## src/rtl/alu_pkg.sv

```systemverilog
// alu_pkg: shared ALU control indices, default widths and issue-queue entry records
package alu_pkg;
    localparam int ALU_ADD = 0;
    localparam int ALU_LD  = 1;
    localparam int ALU_ST  = 2;
    localparam int ALU_SUB = 3;
    localparam int ALU_MUL = 4;
    localparam int ALU_CMP = 5;
    localparam int ALU_MOV = 6;
    localparam int ALU_OR  = 7;
    localparam int ALU_AND = 8;
    localparam int ALU_NOT = 9;
    localparam int ALU_LSL = 10;
    localparam int ALU_LSR = 11;

    localparam int SIG_W  = 12;
    localparam int DATA_W = 16;
    localparam int IMM_W  = 5;
    localparam int TAG_W  = 4;

    typedef struct packed {
        logic              rdy;
        logic [TAG_W-1:0]  tag;
        logic [DATA_W-1:0] val;
    } src_t;

    typedef struct packed {
        logic             valid;
        logic [SIG_W-1:0] alusignals;
        src_t             src1;
        src_t             src2;
        logic [IMM_W-1:0] immx;
        logic             isimmediate;
        logic [TAG_W-1:0] dest_tag;
    } entry_t;
endpackage

```

## src/rtl/iq_entry_wakeup.sv

```systemverilog
// iq_entry_wakeup: captures a CDB broadcast into one pending source operand
module iq_entry_wakeup
    import alu_pkg::*;
(
    input  logic              cdb_valid,
    input  logic [TAG_W-1:0]  cdb_tag,
    input  logic [DATA_W-1:0] cdb_value,
    input  src_t              src,
    output src_t              src_next
);
    logic hit;

    assign hit      = cdb_valid && !src.rdy && (src.tag == cdb_tag);
    assign src_next = hit ? '{rdy: 1'b1, tag: src.tag, val: cdb_value} : src;
endmodule

```

## src/rtl/alu_issue_queue.sv

```systemverilog
// alu_issue_queue: collapsing reservation station feeding the ALU, oldest-ready-first issue.
// Define ALU_IQ_WAKEUP_ISSUE_EN to let an entry issue in the same cycle its last operand is broadcast.
module alu_issue_queue #(
    parameter int DEPTH  = 4,
    parameter int TAG_W  = alu_pkg::TAG_W,
    parameter int DATA_W = alu_pkg::DATA_W,
    parameter int SIG_W  = alu_pkg::SIG_W,
    parameter int IMM_W  = alu_pkg::IMM_W
) (
    input  logic                       clk,
    input  logic                       rst,
    input  logic                       flush,
    input  logic                       disp_valid,
    output logic                       disp_ready,
    input  logic [SIG_W-1:0]           disp_alusignals,
    input  logic [DATA_W-1:0]          disp_src1_val,
    input  logic [DATA_W-1:0]          disp_src2_val,
    input  logic                       disp_src1_rdy,
    input  logic                       disp_src2_rdy,
    input  logic [TAG_W-1:0]           disp_src1_tag,
    input  logic [TAG_W-1:0]           disp_src2_tag,
    input  logic [IMM_W-1:0]           disp_immx,
    input  logic                       disp_isimmediate,
    input  logic [TAG_W-1:0]           disp_dest_tag,
    input  logic                       cdb_valid,
    input  logic [TAG_W-1:0]           cdb_tag,
    input  logic [DATA_W-1:0]          cdb_value,
    input  logic                       iss_ready,
    output logic                       iss_valid,
    output logic [SIG_W-1:0]           iss_alusignals,
    output logic [DATA_W-1:0]          iss_op1,
    output logic [DATA_W-1:0]          iss_op2,
    output logic [IMM_W-1:0]           iss_immx,
    output logic                       iss_isimmediate,
    output logic [TAG_W-1:0]           iss_dest_tag,
    output logic [$clog2(DEPTH+1)-1:0] occupancy
);
    import alu_pkg::*;

    localparam int CW = $clog2(DEPTH + 1);
    localparam int IW = $clog2(DEPTH);
    localparam logic [CW-1:0] FULL = CW'(DEPTH);

    entry_t         q    [DEPTH];
    entry_t         w    [DEPTH+1];
    entry_t         view [DEPTH];
    entry_t         n    [DEPTH];
    src_t           s1n  [DEPTH];
    src_t           s2n  [DEPTH];
    entry_t         de;
    src_t           d1, d2, d1n, d2n;
    logic [CW-1:0]  count, count_next, wr_idx;
    logic [DEPTH-1:0] elig;
    logic [IW-1:0]  sel;
    logic           disp_fire, iss_fire;

    for (genvar g = 0; g < DEPTH; g++) begin : g_wake
        iq_entry_wakeup u_s1 (.cdb_valid(cdb_valid), .cdb_tag(cdb_tag), .cdb_value(cdb_value), .src(q[g].src1), .src_next(s1n[g]));
        iq_entry_wakeup u_s2 (.cdb_valid(cdb_valid), .cdb_tag(cdb_tag), .cdb_value(cdb_value), .src(q[g].src2), .src_next(s2n[g]));
    end

    // an immediate-form op never waits on src2; dispatch sources also snoop the current broadcast
    assign d1 = '{rdy: disp_src1_rdy, tag: disp_src1_tag, val: disp_src1_val};
    assign d2 = '{rdy: disp_src2_rdy | disp_isimmediate, tag: disp_src2_tag, val: disp_src2_val};

    iq_entry_wakeup u_d1 (.cdb_valid(cdb_valid), .cdb_tag(cdb_tag), .cdb_value(cdb_value), .src(d1), .src_next(d1n));
    iq_entry_wakeup u_d2 (.cdb_valid(cdb_valid), .cdb_tag(cdb_tag), .cdb_value(cdb_value), .src(d2), .src_next(d2n));

    // woken copy of every slot plus an empty slot that shifts into the top on issue
    always_comb begin
        for (int i = 0; i < DEPTH; i++) begin
            w[i]      = q[i];
            w[i].src1 = s1n[i];
            w[i].src2 = s2n[i];
`ifdef ALU_IQ_WAKEUP_ISSUE_EN
            view[i]   = w[i];
`else
            view[i]   = q[i];
`endif
        end
        w[DEPTH] = '0;
    end

    // oldest-first select over entries whose operands are both ready
    always_comb begin
        elig = '0;
        sel  = '0;
        for (int i = 0; i < DEPTH; i++)
            elig[i] = view[i].valid && view[i].src1.rdy && view[i].src2.rdy;
        for (int i = DEPTH - 1; i >= 0; i--)
            if (elig[i]) sel = IW'(i);
    end

    assign iss_valid       = |elig;
    assign iss_fire        = iss_valid && iss_ready;
    assign disp_ready      = count < FULL;
    assign disp_fire       = disp_valid && disp_ready;
    assign occupancy       = count;
    assign iss_alusignals  = iss_valid ? view[sel].alusignals  : '0;
    assign iss_op1         = iss_valid ? view[sel].src1.val    : '0;
    assign iss_op2         = iss_valid ? view[sel].src2.val    : '0;
    assign iss_immx        = iss_valid ? view[sel].immx        : '0;
    assign iss_isimmediate = iss_valid ? view[sel].isimmediate : 1'b0;
    assign iss_dest_tag    = iss_valid ? view[sel].dest_tag    : '0;

    // build the dispatched entry record
    always_comb begin
        de             = '0;
        de.valid       = 1'b1;
        de.alusignals  = disp_alusignals;
        de.src1        = d1n;
        de.src2        = d2n;
        de.immx        = disp_immx;
        de.isimmediate = disp_isimmediate;
        de.dest_tag    = disp_dest_tag;
    end

    // compact above the issued slot, then append the new entry at the compacted tail
    always_comb begin
        wr_idx     = count - CW'(iss_fire);
        count_next = flush ? '0 : wr_idx + CW'(disp_fire);
        for (int i = 0; i < DEPTH; i++) begin
            n[i] = (iss_fire && i >= int'(sel)) ? w[i+1] : w[i];
            if (disp_fire && CW'(i) == wr_idx) n[i] = de;
            if (flush) n[i] = '0;
        end
    end

    // entry storage and occupancy
    always_ff @(posedge clk or posedge rst) begin
        if (rst) begin
            for (int i = 0; i < DEPTH; i++) q[i] <= '0;
            count <= '0;
        end else begin
            for (int i = 0; i < DEPTH; i++) q[i] <= n[i];
            count <= count_next;
        end
    end
endmodule

```

## config.mk

```make
export PLATFORM = sky130hd
export DESIGN_NAME = alu_issue_queue
export DESIGN_NICKNAME = d
export VERILOG_FILES = /design/src/rtl/alu_pkg.sv /design/src/rtl/iq_entry_wakeup.sv /design/src/rtl/alu_issue_queue.sv
export SDC_FILE = /design/constraint.sdc
export NUM_CORES = 1
export LEC_CHECK = 0
export BUFFER_PORTS_ARGS = -buffer_cell sky130_fd_sc_hd__buf_4
export CORE_MARGIN = 1.5
export CORE_UTILIZATION = 60
export CTS_CLUSTER_DIAMETER = 40
export DETAILED_ROUTE_END_ITERATION = 6
export PLACE_DENSITY_LB_ADDON = 0.1
export SETUP_SLACK_MARGIN = 0.3
export SLEW_MARGIN = 0
export SYNTH_ARGS = -nofsm -noshare
export SYNTH_HDL_FRONTEND = slang
export SYNTH_SLANG_ARGS = --single-unit
```

## constraint.sdc

```tcl
create_clock -name clk -period 20 [get_ports clk]
set_input_delay 1 -clock clk [delete_from_list [all_inputs] [get_ports clk]]
set_output_delay 1 -clock clk [all_outputs]
set_load 0.1 [all_outputs]
```

* Yosys cells after proc, flatten, opt, wreduce, memory -nomap -nowiden *
Cells that the tools add are included.

storage, ports and cells
  register bits = 263
  output and inout port bits = 59

operators by class
  multiplexer cells = 36
  reductions and logical operators = 55
  magnitude comparators = 5
  bitwise operators = 2
  equality and inequality tests = 13
  add/subtract/negate cells = 2

operator list
  cell                                                               count
  2-to-1 mux 65 bit                                                  12
  2-to-1 mux 21 bit                                                  10
  binary-select mux 65 bit (select 2 bit)                            1
  2-to-1 mux 64 bit                                                  2
  equality test 4 bit                                                10
  logical AND 1 bit                                                  37
  2-to-1 mux 16 bit                                                  2
  2-to-1 mux 12 bit                                                  1
  nonzero test 3 bit                                                 4
  logical NOT 1 bit                                                  10
  2-to-1 mux 2 bit                                                   4
  nonzero test 4 bit                                                 2
  equality test 2 x 3 -> 1 bit (first input constant)                2
  2-to-1 mux 5 bit                                                   1
  greater-or-equal comparator 1 x 2 -> 1 bit (first input constant)  2
  2-to-1 mux 4 bit                                                   1
  OR reduction 4 bit                                                 1
  adder 3 x 1 -> 3 bit                                               1
  equality test 1 x 3 -> 1 bit (first input constant)                1
  greater-or-equal comparator 3 bit (second input constant)          1
  logical NOT 3 bit                                                  1
  < comparator 3 bit (second input constant)                         1
  2-to-1 mux 3 bit                                                   1
  inverter 2 -> 3 bit                                                1
  other kinds (4)                                                    4

* Longest topological paths before layout *
  depth in word-level cells = 11
  depth in mapped cells = 12
  gate-level depth less buffers = 10

* Cells and area by module *
From an unflattened synthesis, not the netlist that was laid out.

second synthesis, totals
  cell total of the unflattened synthesis = 1594
  area, all modules = 16263.1 µm²

modules (own cells, without submodules)
  module           times used  area each (µm²)  sequential area each (µm²)  cells an instance
  alu_issue_queue  1           12947.4          6581.3                      1314
  iq_entry_wakeup  10          331.6            0.0                         28

* Worst setup path before layout *
No wires, ideal clock.

  path kind = register to output
  start point = register, netlist name q[95]
  end point = output iss_alusignals[10]
  path slack = 16.023 ns
  cell stages (with the launch flop) = 7
  data arrival time = 2.977 ns
  required time = 19.000 ns
  buffers on the path = 2
  cell sequence = dfrtp_1 -> nand3_1 -> nor2b_1 -> buf_2 -> clkbuf_1 -> mux2i_1 -> o22ai_1

between the ends
  cells in the longest elaborated chain, start to end = 9
  elaborated cells between the ends (all ways) = 10
  classes of those cells = mux (7); bitwise (1); reduce/logical (2)

ends and longest elaborated chain
  what                                       RTL line               text
  logical AND 1 bit *                        alu_issue_queue.sv:89  elig[i] = view[i].valid && view[i].src1.rdy && view[i].src2.rdy;
  2-to-1 mux 2 bit (3 in a row)              alu_issue_queue.sv:91  if (elig[i]) sel = IW'(i);
  inverter 2 -> 3 bit (not written as such)  alu_issue_queue.sv:99  assign iss_alusignals = iss_valid ? view[sel].alusignals : '0;
  binary-select mux 65 bit (select 2 bit)    alu_issue_queue.sv:99
  2-to-1 mux 64 bit (2 in a row)             --
  2-to-1 mux 12 bit *                        alu_issue_queue.sv:99
  to (decl)                                  alu_issue_queue.sv:30  output logic [SIG_W-1:0] iss_alusignals,

Mark *: on every way between the ends. The rest lies on a longest branch, timed or not. The select of a mux whose other input is x is not followed.

* Worst setup path in the final report *
  start point = register, netlist name q[160]
  end point = output iss_op2[0]

between the ends
  cells in the longest elaborated chain, start to end = 8
  elaborated cells between the ends (all ways) = 9
  classes of those cells = mux (6); bitwise (1); reduce/logical (2)

ends and longest elaborated chain
  what                                       RTL line                text
  logical AND 1 bit *                        alu_issue_queue.sv:89
  2-to-1 mux 2 bit (2 in a row)              alu_issue_queue.sv:91
  inverter 2 -> 3 bit (not written as such)  alu_issue_queue.sv:101  assign iss_op2 = iss_valid ? view[sel].src2.val : '0;
  binary-select mux 65 bit (select 2 bit)    alu_issue_queue.sv:101
  2-to-1 mux 64 bit (2 in a row)             --
  2-to-1 mux 16 bit *                        alu_issue_queue.sv:101
  to (decl)                                  alu_issue_queue.sv:32   output logic [DATA_W-1:0] iss_op2,

Marked as above.

==> reports/results.txt <==
vias in the first global route - 15,421
CTS Hold Buffers Added - 0
LEAKAGE - 8.03 nW
most common cell after layout, fill and taps aside - dfrtp_1
DP Wirelength - 31,400 µm
Synth Flop Type - dfrtp_1
Simple-Gate Fraction of Synth Area - 12.3%
iteration count of the initial detailed-routing pass - 6
Flop pwr share - 36.3%
CTS tree - done
CTS H-Tree Depth - 2
Via density - 7.33
Final Max Tran Viols - 0
Sw Share - 27.9%
VDD IR max - 0.0856 mV
Final Skew - 16.0 ps
cell count after synthesis - 1,670
RSZ-0062 raised after global routing - false
worst-margin pin slew - 1280 ps
Post-DP Area - 0.0174 mm²
CTS max path bufs - 3
Iter 0 DRT Violations - 1,824
crit end category - output port
Clk Latency, worst-skew pair - 540 ps
main combinational cell family by area after synthesis - compound AO/OA/AOI/OAI gates
GRT Total Usage - 38.2%
Reg clk slew, reported paths - 50 ps
Syn Area/Cell - 9.87 µm²
WL met2 - 24,900 µm
number of synthesized flops with an enable pin - 0
Initial Utilization - 61.2%
multiplexer share of the synthesized area - 10.6%
most frequent cells in the layout - 263 x dfrtp_1, 191 x nand2_1, 175 x buf_4
clock sinks - 263
WP data arrival - 3860 ps
RePlAce Congestion - 0.876
die area - 0.0285 mm²
Hold WS - 487 ps
Port Buffers - 148
fin util - 70.5%
# setup viols final - 0
synthesized flop and latch total - 263
Multi-input gate area - 0.00895 mm²
CTS Buf Count - 44
residual DRC count - 0
Worst Hold Class - reg -> reg
complex-gate fraction of the synthesized area - 28.6%
Setup CP Type - reg -> out
status - finished, final reports clean
Seq/Total Area, Yosys - 39.9%
Yosys cell types - 83
pwr/cell area - 88.2 mW/mm²
Crit Path Max Fanout - 56
metal3 WL - 5600 µm
Synth Area in Adders - 0.152%
diode count - 0
vias - 15,270
fin nets - 1,801
Seq. cell area - 0.00658 mm²
CP required - 19,000 ps
P&R area growth vs syn - 15.2%
Yosys warning count - 0
chip width - 169 µm
internal power - 1.21 mW
switching power - 0.468 mW
Max Clock Freq - 206 MHz
met1 WL - 21,200 µm
startpoint types - flip-flop
layout cell share with drive strength beyond 1 - 22.4%
Clk pwr share - 48.6%
global route overflow - 0
fin area - 0.0190 mm²
post-route ant nets - 0
layout filler cell count - 2,041
Max Cap Viol - 0
Slew Limit Headroom - 14.2%
Fin Setup TNS - 0 ps
Async SR Flop Fraction - 100%
post-cts sizing count - 0
Post-Synth XOR/XNOR Area - 2.06%
Root Driver - clkbuf_16
Cell Rows - 60
initial antenna violation count - 0
pin count of the biggest net entering global routing - 139
Tmin final - 4860 ps
Top Layer Used - met4
synthesized area - 0.0165 mm²
final hold vios - 0
Mapped Nets - 1,762
postcts setup bufs - 0
Ports - 149
WL final - 54,300 µm
Core ar. - 0.0270 mm²
first-pass GRT wire length - 86,000 µm
combinational power share - 15.1%
post-DR wirelength/cell - 26.1 µm
Tcrit/Tclk final - 24.3%
die height - 169 µm
## per-layer routing
metal,up-vias,GRT usage [%]
li1,6568,-
met1,7594,50.5
met2,919,59.3
met3,189,8.60
met4,0,19.1
met5,-,0
## layout make-up
| cell class | instances | area share (%) |
|---|---|---|
| clock buffer | 60 | 6.76 |
| clock inverter | 19 | 1.61 |
| inverter | 29 | 0.613 |
| multi-input combinational | 1195 | 47.1 |
| sequential | 263 | 34.6 |
| tap | 341 | 2.25 |
| timing repair buffer | 176 | 7.02 |
## synthesized netlist by cell type, types with 22 or more instances
| cell | count | share of area, % |
|---|---|---|
| dfrtp_1 | 263 | 40 |
| o22ai_1 | 101 | 3.8 |
| nor2_1 | 104 | 2.4 |
| mux2i_1 | 144 | 8.7 |
| nand3_1 | 28 | 0.85 |
| a22o_1 | 33 | 1.8 |
| a21oi_1 | 38 | 1.2 |
| nand2_1 | 193 | 4.4 |
| a211oi_1 | 71 | 3.2 |
| nor3_1 | 34 | 1.0 |
| inv_1 | 26 | 0.59 |
| xnor2_1 | 22 | 1.2 |
| o221a_2 | 24 | 1.6 |
| o221ai_1 | 26 | 1.4 |
| buf_2 | 55 | 1.7 |
| a311oi_1 | 90 | 4.8 |
| clkbuf_1 | 86 | 2.0 |
## worst paths after layout
| path | start | slack [ps] | end | cells after the start |
|---|---|---|---|---|
| min in group asynchronous | rst | 670 | q[6]$_DFFE_PP0P_ | 2 |
| min | q[235]$_DFFE_PP0P_ | 490 | q[235]$_DFFE_PP0P_ | 1 |
| max reg2reg | q[181]$_DFF_PP0_ | 15530 | q[163]$_DFF_PP0_ | 11 |
| min reg2reg | q[235]$_DFFE_PP0P_ | 490 | q[235]$_DFFE_PP0P_ | 1 |
| max in group asynchronous | rst | 17960 | q[238]$_DFFE_PP0P_ | 3 |
| max | q[160]$_DFF_PP0_ | 15140 | iss_op2[0] | 7 |
## stage by stage
step                worst slack, ps  total power, mW  std cells
floorplan                     11760            0.787       1670
global placement              15380            0.854       2004
detailed placement            15290            0.862       2004
CTS                           15260             1.67       2083
global route                  15050             1.72       2083
finish                        15140             1.67       2083
## critical path, stage by stage (launching register included)
cell	delay [ps]
dfrtp_1	420
and3_1	280
a31oi_4	180
buf_4	680
nand2_2	600
buf_4	480
o22ai_1	310
buf_4	360
## sequential cells by signal, summed over array words and instances, names as in the netlist
name       count
q            260
occupancy      3
## kinds of logic after synthesis
| family | Yosys count |
|---|---|
| flops | 263 |
| fa+ha+maj | 2 |
| compound gates | 556 |
| xor+xnor | 38 |
| simple gates | 431 |
| buf+inv | 212 |
| mux | 168 |
## power groups by stage
stage               sequential, mW  combinational [mW]  clock [mW]
floorplan                    0.608               0.179           0
global placement             0.613               0.241           0
detailed placement           0.614               0.248           0
CTS                          0.606               0.249       0.816
global route                 0.612               0.271       0.842
finish                       0.608               0.253       0.815
Note: power is estimated with default switching activity, not from simulation.
